**src/rtl/sync_fifo_param.sv**
```systemverilog
// sync_fifo_param: single-clock FIFO with registered read data, level flags and error pulses
//   clk          rising-edge clock
//   rst_n        asynchronous active-low reset
//   clr          synchronous flush of pointers, count and error pulses
//   wr / datain  write request and data
//   rd / dataout read request and registered read data (valid one cycle after rd)
//   full / empty / almost_full / almost_empty  decoded from the registered count
//   count        occupancy 0..DEPTH
//   overflow / underflow  one-cycle pulses after a rejected write / read
module sync_fifo_param #(
  parameter int DATA_W   = 8,
  parameter int DEPTH    = 16,
  parameter int AF_LEVEL = DEPTH - 2,
  parameter int AE_LEVEL = 2
) (
  input  logic                       clk,
  input  logic                       rst_n,
  input  logic                       clr,
  input  logic                       wr,
  input  logic [DATA_W-1:0]          datain,
  input  logic                       rd,
  output logic [DATA_W-1:0]          dataout,
  output logic                       full,
  output logic                       empty,
  output logic                       almost_full,
  output logic                       almost_empty,
  output logic [$clog2(DEPTH):0]     count,
  output logic                       overflow,
  output logic                       underflow
);
  localparam int AW = $clog2(DEPTH);
  localparam int CW = AW + 1;
  logic [DATA_W-1:0] mem_q [DEPTH];
  logic [AW-1:0]     wr_ptr_q, wr_ptr_d, rd_ptr_q, rd_ptr_d;
  logic [CW-1:0]     count_q, count_d;
  logic [DATA_W-1:0] dataout_q, dataout_d;
  logic              overflow_q, overflow_d, underflow_q, underflow_d;
  logic              wr_ok, rd_ok;
  assign full         = count_q == CW'(DEPTH);
  assign empty        = count_q == '0;
  assign almost_full  = count_q >= CW'(AF_LEVEL);
  assign almost_empty = count_q <= CW'(AE_LEVEL);
  assign count        = count_q;
  assign dataout      = dataout_q;
  assign overflow     = overflow_q;
  assign underflow    = underflow_q;
  // A read frees a slot in the same edge, so a full FIFO still takes a write alongside a read.
  // An empty FIFO never bypasses: the write lands, the read is rejected.
  always_comb begin
    rd_ok       = rd && !empty && !clr;
    wr_ok       = wr && (!full || rd) && !clr;
    overflow_d  = wr && full && !rd && !clr;
    underflow_d = rd && empty && !clr;
    dataout_d   = rd_ok ? mem_q[rd_ptr_q] : dataout_q;
    wr_ptr_d    = clr ? '0 : wr_ok ? wr_ptr_q + AW'(1) : wr_ptr_q;
    rd_ptr_d    = clr ? '0 : rd_ok ? rd_ptr_q + AW'(1) : rd_ptr_q;
    count_d     = clr               ? '0 :
                  (wr_ok && !rd_ok) ? count_q + CW'(1) :
                  (rd_ok && !wr_ok) ? count_q - CW'(1) : count_q;
  end
  always_ff @(posedge clk or negedge rst_n) begin
    if (!rst_n) begin
      wr_ptr_q    <= '0;
      rd_ptr_q    <= '0;
      count_q     <= '0;
      dataout_q   <= '0;
      overflow_q  <= 1'b0;
      underflow_q <= 1'b0;
    end else begin
      wr_ptr_q    <= wr_ptr_d;
      rd_ptr_q    <= rd_ptr_d;
      count_q     <= count_d;
      dataout_q   <= dataout_d;
      overflow_q  <= overflow_d;
      underflow_q <= underflow_d;
    end
  end
  // Storage is deliberately left unreset.
  always_ff @(posedge clk) begin
    if (wr_ok) mem_q[wr_ptr_q] <= datain;
  end
endmodule

```
**config.mk**
```make
export PLATFORM = sky130hd
export DESIGN_NAME = sync_fifo_param
export DESIGN_NICKNAME = d
export VERILOG_FILES = /design/src/rtl/sync_fifo_param.sv
export SDC_FILE = /design/constraint.sdc
export NUM_CORES = 1
export LEC_CHECK = 0
export ABC_AREA = 1
export CELL_PAD_IN_SITES_DETAIL_PLACEMENT = 1
export CELL_PAD_IN_SITES_GLOBAL_PLACEMENT = 2
export CORE_UTILIZATION = 40
export CTS_BUF_LIST = sky130_fd_sc_hd__clkbuf_8
export CTS_CLUSTER_SIZE = 8
export DETAILED_ROUTE_END_ITERATION = 6
export PLACE_DENSITY_LB_ADDON = 0.1
export SETUP_SLACK_MARGIN = 0.5
export SLEW_MARGIN = 0
export SYNTH_ARGS = -nofsm -noshare
export SYNTH_HDL_FRONTEND = slang
export SYNTH_SLANG_ARGS = --single-unit
```
**constraint.sdc**
```tcl
create_clock -name clk -period 2.9 [get_ports clk]
set_input_delay 0.725 -clock clk [delete_from_list [all_inputs] [get_ports clk]]
set_output_delay 0.725 -clock clk [all_outputs]
set_load 0.05 [all_outputs]
```
Word-level counts from Yosys, hierarchy flattened
Memories as Yosys holds them, arrays and structs flattened. A register that Yosys moved wholly into a read port is not among the register bits.
Cells that the tools add are included.
{ "word_totals": {"ram_bits": 128, "n_memories": 1, "out_inout_bits": 19, "reg_bits": 15, "input_bits": 13} }
{ "op_classes": {"addsub": 4, "n_eq_ne": 1, "muxes": 9, "reduce_logical": 23, "magnitude_cmp": 2} }
{ "memory_table": {"columns": ["memory", "words", "width", "read_ports", "rd_clocked_by_memory_dff", "write_ports", "line_no", "text"], "rows": [
  ["mem_q", 16, 8, 1, 1, 1, "33", "logic [DATA_W-1:0] mem_q [DEPTH];"]
]} }
{ "op_table": {"columns": ["cell", "n"], "rows": [
  ["4-bit two-way mux", 4],
  ["5-bit two-way mux", 3],
  ["1-bit logical AND", 11],
  ["4-bit by 1-bit adder with 4-bit output (second input constant)", 2],
  ["1-bit logical NOT", 7],
  ["5-bit by 1-bit adder with 5-bit output (second input constant)", 1],
  ["5-bit equality test (second input constant)", 1],
  ["5-bit by 4-bit greater-or-equal comparator with 1-bit output (second input constant)", 1],
  ["5-bit by 2-bit <= comparator with 1-bit output (second input constant)", 1],
  ["5-bit logical NOT", 1],
  ["5-bit by 1-bit subtractor with 5-bit output (second input constant)", 1],
  ["2-bit nonzero test", 2],
  ["3-bit nonzero test", 1],
  ["1-bit two-way mux", 2],
  ["1-bit logical OR", 1]
]} }

Depth between registers and ports, before layout
Gate-level depths: netlist of run 1.
{ "depth": {"word_depth": 10, "ltp_mapped": 15} }

Worst setup path after synthesis of run 1
OpenSTA, ideal clock, no wires.
{ "synth_path": {"path_type": "register -> output", "start": "register count_q[0], in the netlist count[0]", "end": "output port almost_empty", "path_stages_with_launch": 2, "t_required_ps": 2175, "arrival_time_ps": 3209, "slack_ps": -1034, "path_buffers": 0, "path_cell_list": "dfrtp_1 -> a2111oi_0"} }
{ "synth_via": {"elab_chain_cells": 1} }
{ "synth_lines": {"columns": ["element", "line_no", "text"], "rows": [
  ["start, declared", "35", "logic [CW-1:0] count_q, count_d;"],
  ["start signal, assigned", "72", "count_q <= count_d;"],
  ["5-bit by 2-bit <= comparator with 1-bit output", "42", "assign almost_empty = count_q <= CW'(AE_LEVEL);"],
  ["end, declared", "26", "output logic almost_empty,"]
]} }
No other way between the ends.

Worst setup path after layout of run 1
{ "layout_path": {"start": "register dataout_q[5], in the netlist dataout[5] (read register of mem_q)", "end": "output port dataout[5]"} }
{ "layout_rtl": {"columns": ["element", "line_no", "text"], "rows": [
  ["start, declared", "36", "logic [DATA_W-1:0] dataout_q, dataout_d;"],
  ["end, declared", "22", "output logic [DATA_W-1:0] dataout,"]
]} }
No word-level cell between the ends.

==> flow_metrics.py, run 1 <==
metrics = {
    "run_status": {
        "status": "complete, no violations",
    },
    "global_routing": {
        "overflow": 0,
        "grtUsageTotal_pct": 21.6,
        "grt_pass1_wl_um": 27800,
        "grt_pass1_vias": 4951,
        "antenna_found_initial": 0,
        "grt_max_degree": 67,
    },
    "timing": {
        "fin_tns_setup_ps": 0,
        "fin_crit_sh_pct": 81.3,
        "slew_viol_final": 0,
        "fin_skew_ps": 12.2,
        "rsz0062_at_grt": "yes",
        "worstMarginPinSlew_ps": 767,
        "fmaxAchievable_mhz": 424,
        "finalCriticalPeriod_ps": 2360,
        "timing_hold_violations_final": 0,
        "slew_headroom_pct": 48.9,
        "setup_viol": 0,
    },
    "synthesis": {
        "synth_area_leader_cell": "edfxtp_1",
        "synth.distinct_cells": 30,
        "synth_mux_area_share_pct": 0,
        "syn_area_sq_um": 6780,
        "synth_compound_area_share_pct": 0.942,
        "yosysWarnings": 0,
        "synth_xor_xnor_area_share_pct": 0.129,
        "ys_seq_area_share_pct": 65.2,
        "synth-seq-cells": 151,
        "synthSimpleGateAreaFrac_pct": 24.9,
        "syn_inst": 676,
        "avgSynthCellArea_sq_um": 10.0,
        "yosys-top-cells-area": "edfxtp_1 57%, nand2_1 14%, dfrtp_1 8.5%",
        "synth_top_area_share_pct": 56.7,
        "synth_top_family_by_area": "simple AND/OR/NAND/NOR gates",
        "synthAdderAreaFrac_pct": 1.96,
        "syn_nets": 699,
    },
    "place": {
        "portBuffers": 31,
        "dp_hpwl_um": 11300,
        "dpl.cell_count": 925,
        "gp_congestion": 0.765,
    },
    "cells_and_area": {
        "antenna_cells": 0,
        "drive_gt1_share_pct": 11.1,
        "areaGrowthSynthToFinish_pct": 16.6,
        "fin_cells": 960,
        "fillers": 1875,
        "nets": 750,
    },
    "setup_path": {
        "crit_slowest_cell": "clkdlybuf4s50_1",
        "r2r_slack_ps": 760,
        "crit_required_ps": 2170,
        "worst_setup_path_end_kind": "output port",
        "critical_path.cell_chain": "clkdlybuf4s50_1",
        "crit_type": "flop to output port",
        "worstPathArrival_ps": 1630,
        "path_buf_inv": 1,
        "critPathMaxStageDelay_ps": 810,
        "cp_top_family": "buffers and inverters",
        "crit_fanout": 2,
        "worstSetupStartpointType": "flop",
    },
    "routing": {
        "first_pass_iters": 6,
        "ant_nets": 0,
        "vias": 4748,
        "post_drt_wl_per_cell_um": 18.3,
        "via_per_inst": 4.95,
        "routed_wirelength_um": 17500,
        "drt_iter0_markers": 249,
        "drc": 0,
    },
    "power_and_ir_drop": {
        "pwr-share-clk_pct": 28.0,
        "seq_power_share_pct": 40.4,
        "p_int_w": 0.00411,
        "switchingPower_w": 0.00234,
        "finalPower_w": 0.00645,
        "power.density_nw_per_um2": 816,
        "ir_drop_v": 0.000559,
        "pwr-share-comb_pct": 31.5,
        "swShare_pct": 36.3,
        "leakagePower_nw": 3.45,
    },
    "clock_network": {
        "ctsHoldBuffers": 0,
        "cts_max_path_buffers": 2,
        "h-tree-depth": 4,
        "clock_sinks": 151,
        "cts_tree": "done",
        "clkTransAtPathRegs_ps": 90,
        "root_buffer": "clkbuf_8",
        "clk_latency_ps": 450,
        "numCtsBuffers": 17,
    },
    "die": {
        "rows": 47,
        "start_util_pct": 40.9,
        "die_w_um": 132,
        "die_area_sq_um": 17500,
        "ios": 32,
        "die-height_um": 132,
        "core_area_sq_um": 16600,
    },
    "hold_path": {
        "hold_class": "flop to flop",
    },
    "flow_run": {
        "max_cap_viol_count": 0,
    },
}
through the flow:
stage               hold WS, ps  instance area, sq um  util [%]  setup slack, ps
floorplan                   429                  6790         -              518
CTS                         496                  7870      47.4              284
global route                516                  7900      47.6              476
detailed placement          472                  7430      44.8              126
finish                      483                  7900      47.6              542
global placement            467                  7430      44.8              157
synth_stat cells:
library cell,count
inv_1,78
ha_1,9
nand2_4,2
nor2_1,20
nand4_2,1
buf_4,5
fa_1,1
dfrtp_1,23
nand3_2,1
nand3_1,90
nand3_4,2
xor2_1,1
inv_2,3
edfxtp_1,128
clkbuf_1,5
nand2_2,1
o21ai_0,5
or2_2,1
nor2_4,2
buf_2,16
nor2_2,3
buf_8,1
nand4_1,6
a2111oi_0,1
a21oi_1,3
clkinv_1,2
buf_1,1
nand2_1,259
nor3_1,3
o21ai_1,3
worst min-delay path: stages, from the launching register on:
cell and delay (ps):
dfrtp_1 350, nand2_1 50, nand2_1 50
layer usage:
| layer | track usage, % | part of all wire (%) | vias to the layer above | wire (um) |
|---|---|---|---|---|
| met5 | 0 | 0 | - | 0 |
| met4 | 7.75 | 1.7 | 0 | 305 |
| met3 | 3.58 | 3.2 | 21 | 561 |
| li1 | - | - | 2299 | - |
| met1 | 28.5 | 46 | 2363 | 8100 |
| met2 | 35.9 | 49 | 65 | 8570 |
area by class of cell:
cell class	count	area (sq um)	area share, %
clock buffer	17	234	2.96
inverter	83	312	3.94
clock inverter	15	210	2.66
sequential	151	4420	56.0
timing repair buffer	60	536	6.78
multi-input combinational	414	1910	24.2
tap	220	275	3.48
cell families (layout without fill, tap and decap cells):
logic type | after synthesis | count (layout)
AND/OR/NAND/NOR | 391 | 391
flip-flops | 151 | 151
buffers and inverters | 111 | 175
AO/OA/AOI/OAI | 12 | 12
adder cells (fa/ha/maj) | 10 | 10
XOR/XNOR | 1 | 1
state kept, by name, summed over array words and instances (netlist names):
signal / flops
overflow: 1
rd_ptr_q: 4
count: 5
underflow: 1
mem_q: 128
dataout: 8
wr_ptr_q: 4
power groups by stage:
| stage | Clock (W) | Combinational, W | Sequential [W] |
|---|---|---|---|
| after floorplan | 0 | 0.00116 | 0.00293 |
| after global placement | 0 | 0.00205 | 0.00265 |
| after detailed placement | 0 | 0.00209 | 0.00266 |
| after CTS | 0.00185 | 0.00207 | 0.00261 |
| after global routing | 0.00193 | 0.00225 | 0.00262 |
| final | 0.00181 | 0.00203 | 0.00261 |
placed cells by master, fill, tap and decap left out, types with 3 or more instances in the layout:
master and n:
o21ai_1 3, nand3_1 90, dfrtp_1 20, nand4_1 6
nand2_1 259, a21oi_1 3, inv_2 3, dfrtp_2 3
o21ai_0 5, ha_1 9, nor2_2 3, clkbuf_8 17
inv_1 81, buf_4 29, nor3_1 3, nor2_1 20
clkdlybuf4s50_1 18, bufinv_16 5, dlygate4sd2_1 5, edfxtp_1 128
clkinv_1 3, clkinvlp_4 3, dlymetal6s2s_1 4
timing repair:
item,in CTS,in global routing
cloned,0,0
buffers inserted,0,3
setup endpoints to repair,9,7
pin swaps,0,1
gates resized for setup,23,8
path summary, 6_finish.rpt:
path                       cells after the start       start         end
hold reg to reg                                2  dataout[3]  dataout[3]
setup reg to reg                              11    count[0]    count[3]
hold / removal                                 2  dataout[3]  dataout[3]
min in group asynchronous                      2       rst_n  dataout[3]
max in group asynchronous                      2       rst_n    count[0]
setup / recovery                               1  dataout[5]  dataout[5]
Note: power is estimated with default switching activity, not from simulation.
==> run 2: changes to the inputs <==
==> constraint.sdc (replaced) <==
create_clock -name clk -period 2.25 [get_ports clk]
set_input_delay 0.5625 -clock clk [delete_from_list [all_inputs] [get_ports clk]]
set_output_delay 0.5625 -clock clk [all_outputs]
set_load 0.05 [all_outputs]
==> flow_metrics.py, run 2 (same netlist as run 1, synthesis figures left out) <==
metrics = {
    "clock_network": {
        "clock_sinks": 151,
        "h-tree-depth": 4,
        "root_buffer": "clkbuf_8",
        "clk_latency_ps": 450,
        "cts_tree": "done",
        "numCtsBuffers": 17,
        "cts_max_path_buffers": 2,
        "clkTransAtPathRegs_ps": 80,
    },
    "die": {
        "rows": 47,
        "die_area_sq_um": 17500,
        "start_util_pct": 40.9,
        "core_area_sq_um": 16600,
        "die-height_um": 132,
        "ios": 32,
        "die_w_um": 132,
    },
    "cells_and_area": {
        "nets": 779,
        "regArea_sq_um": 4440,
        "postLayoutCoreUtil_pct": 51.1,
        "final_cell_mix": "253 x nand2_1, 128 x edfxtp_1, 86 x nand3_1",
        "fin_cells": 989,
        "fillers": 1840,
        "final_common_cell": "nand2_1",
        "antenna_cells": 0,
        "largest_register": "mem_q",
        "drive_gt1_share_pct": 21.7,
        "finish.instance_area_sq_um": 8470,
        "multi_input_comb_area_sq_um": 2190,
        "areaGrowthSynthToFinish_pct": 25.0,
        "largest_reg_flops": 128,
    },
    "routing": {
        "vias": 4982,
        "via_per_inst": 5.04,
        "post_drt_wl_per_cell_um": 19.9,
        "drc": 0,
        "drt_iter0_markers": 256,
        "ant_nets": 0,
        "routed_wirelength_um": 19700,
        "first_pass_iters": 5,
    },
    "timing": {
        "slew_headroom_pct": 62.0,
        "timing_hold_violations_final": 0,
        "fmaxAchievable_mhz": 458,
        "fin_tns_setup_ps": 0,
        "setup_viol": 0,
        "rsz0062_at_grt": "yes",
        "slew_viol_final": 0,
        "worstMarginPinSlew_ps": 566,
        "holdWs_ps": 472,
        "fin_skew_ps": 14.5,
        "finalCriticalPeriod_ps": 2180,
        "fin_crit_sh_pct": 97.1,
    },
    "global_routing": {
        "grt_pass1_wl_um": 30200,
        "grt_pass1_vias": 5243,
        "overflow": 0,
        "grt_max_degree": 51,
        "antenna_found_initial": 0,
        "grtUsageTotal_pct": 23.7,
    },
    "setup_path": {
        "crit_fanout": 2,
        "crit_required_ps": 1690,
        "worstPathArrival_ps": 1620,
        "crit_type": "flop to output port",
        "worst_setup_path_end_kind": "output port",
        "worstSetupStartpointType": "flop",
    },
    "place": {
        "dp_hpwl_um": 12700,
        "gp_congestion": 0.792,
        "portBuffers": 31,
        "placedInstanceArea_sq_um": 7650,
        "dpl.cell_count": 929,
    },
    "flow_run": {
        "max_cap_viol_count": 0,
    },
    "hold_path": {
        "hold_class": "input pin to asynchronous set/reset pin",
    },
    "power_and_ir_drop": {
        "leakagePower_nw": 3.57,
        "ir_drop_v": 0.000726,
        "power.density_nw_per_um2": 1060,
    },
    "run_status": {
        "status": "complete, no violations",
    },
}
run 2: final cells by class:
| type | count | area share (%) |
|---|---|---|
| Clock buffer | 19 | 3.09 |
| Clock inverter | 13 | 1.40 |
| Inverter | 83 | 3.75 |
| Multi-Input combinational cell | 414 | 25.9 |
| Sequential cell | 151 | 52.4 |
| Tap cell | 220 | 3.25 |
| Timing Repair Buffer | 89 | 10.3 |
run 2: path summary, 6_finish.rpt:
path	from	end	slack (ps)	cells past startpoint
hold / removal	rst_n	dataout[1]	470	2
hold reg to reg	dataout[5]	dataout[5]	480	2
setup / recovery	count[0]	almost_empty	70	3
max in group asynchronous	rst_n	count[0]	1480	2
min in group clk	dataout[5]	dataout[5]	480	2
setup reg to reg	count[1]	count[4]	110	13
run 2: what timing repair did:
item / CTS / global route
hold buffers: 0 / 0
setup endpoints to repair: 159 / 152
setup buffers: 18 / 8
cloned: 1 / 1
gates resized for setup: 94 / 25
pin swaps: 17 / 11
run 2: critical path, stage by stage (launching register included):
cell and delay, ps:
dfrtp_4 500, buf_6 140, a2111oi_4 350, buf_12 180
run 2: power by group:
part | internal [W] | switching, W
Clock | 0.00102 | 0.000982
Sequential | 0.00321 | 0.000157
Combinational | 0.00140 | 0.00223
run 2: metal layers:
layer / GRT usage [%] / routed length, um / up-vias
li1: - / - / 2366
met1: 31.8 / 8790 / 2507
met2: 38.6 / 9790 / 87
met3: 3.88 / 791 / 22
met4: 8.91 / 336 / 0
met5: 0 / 0 / -
run 2: through the flow:
| stage | setup WS (ps) | total power [W] |
|---|---|---|
| finish | 65.2 | 0.00899 |
| CTS | 56.4 | 0.00872 |
| global placement | -177 | 0.00630 |
| floorplan | 54.7 | 0.00534 |
| global route | 0.248 | 0.00945 |
| detailed placement | -249 | 0.00635 |
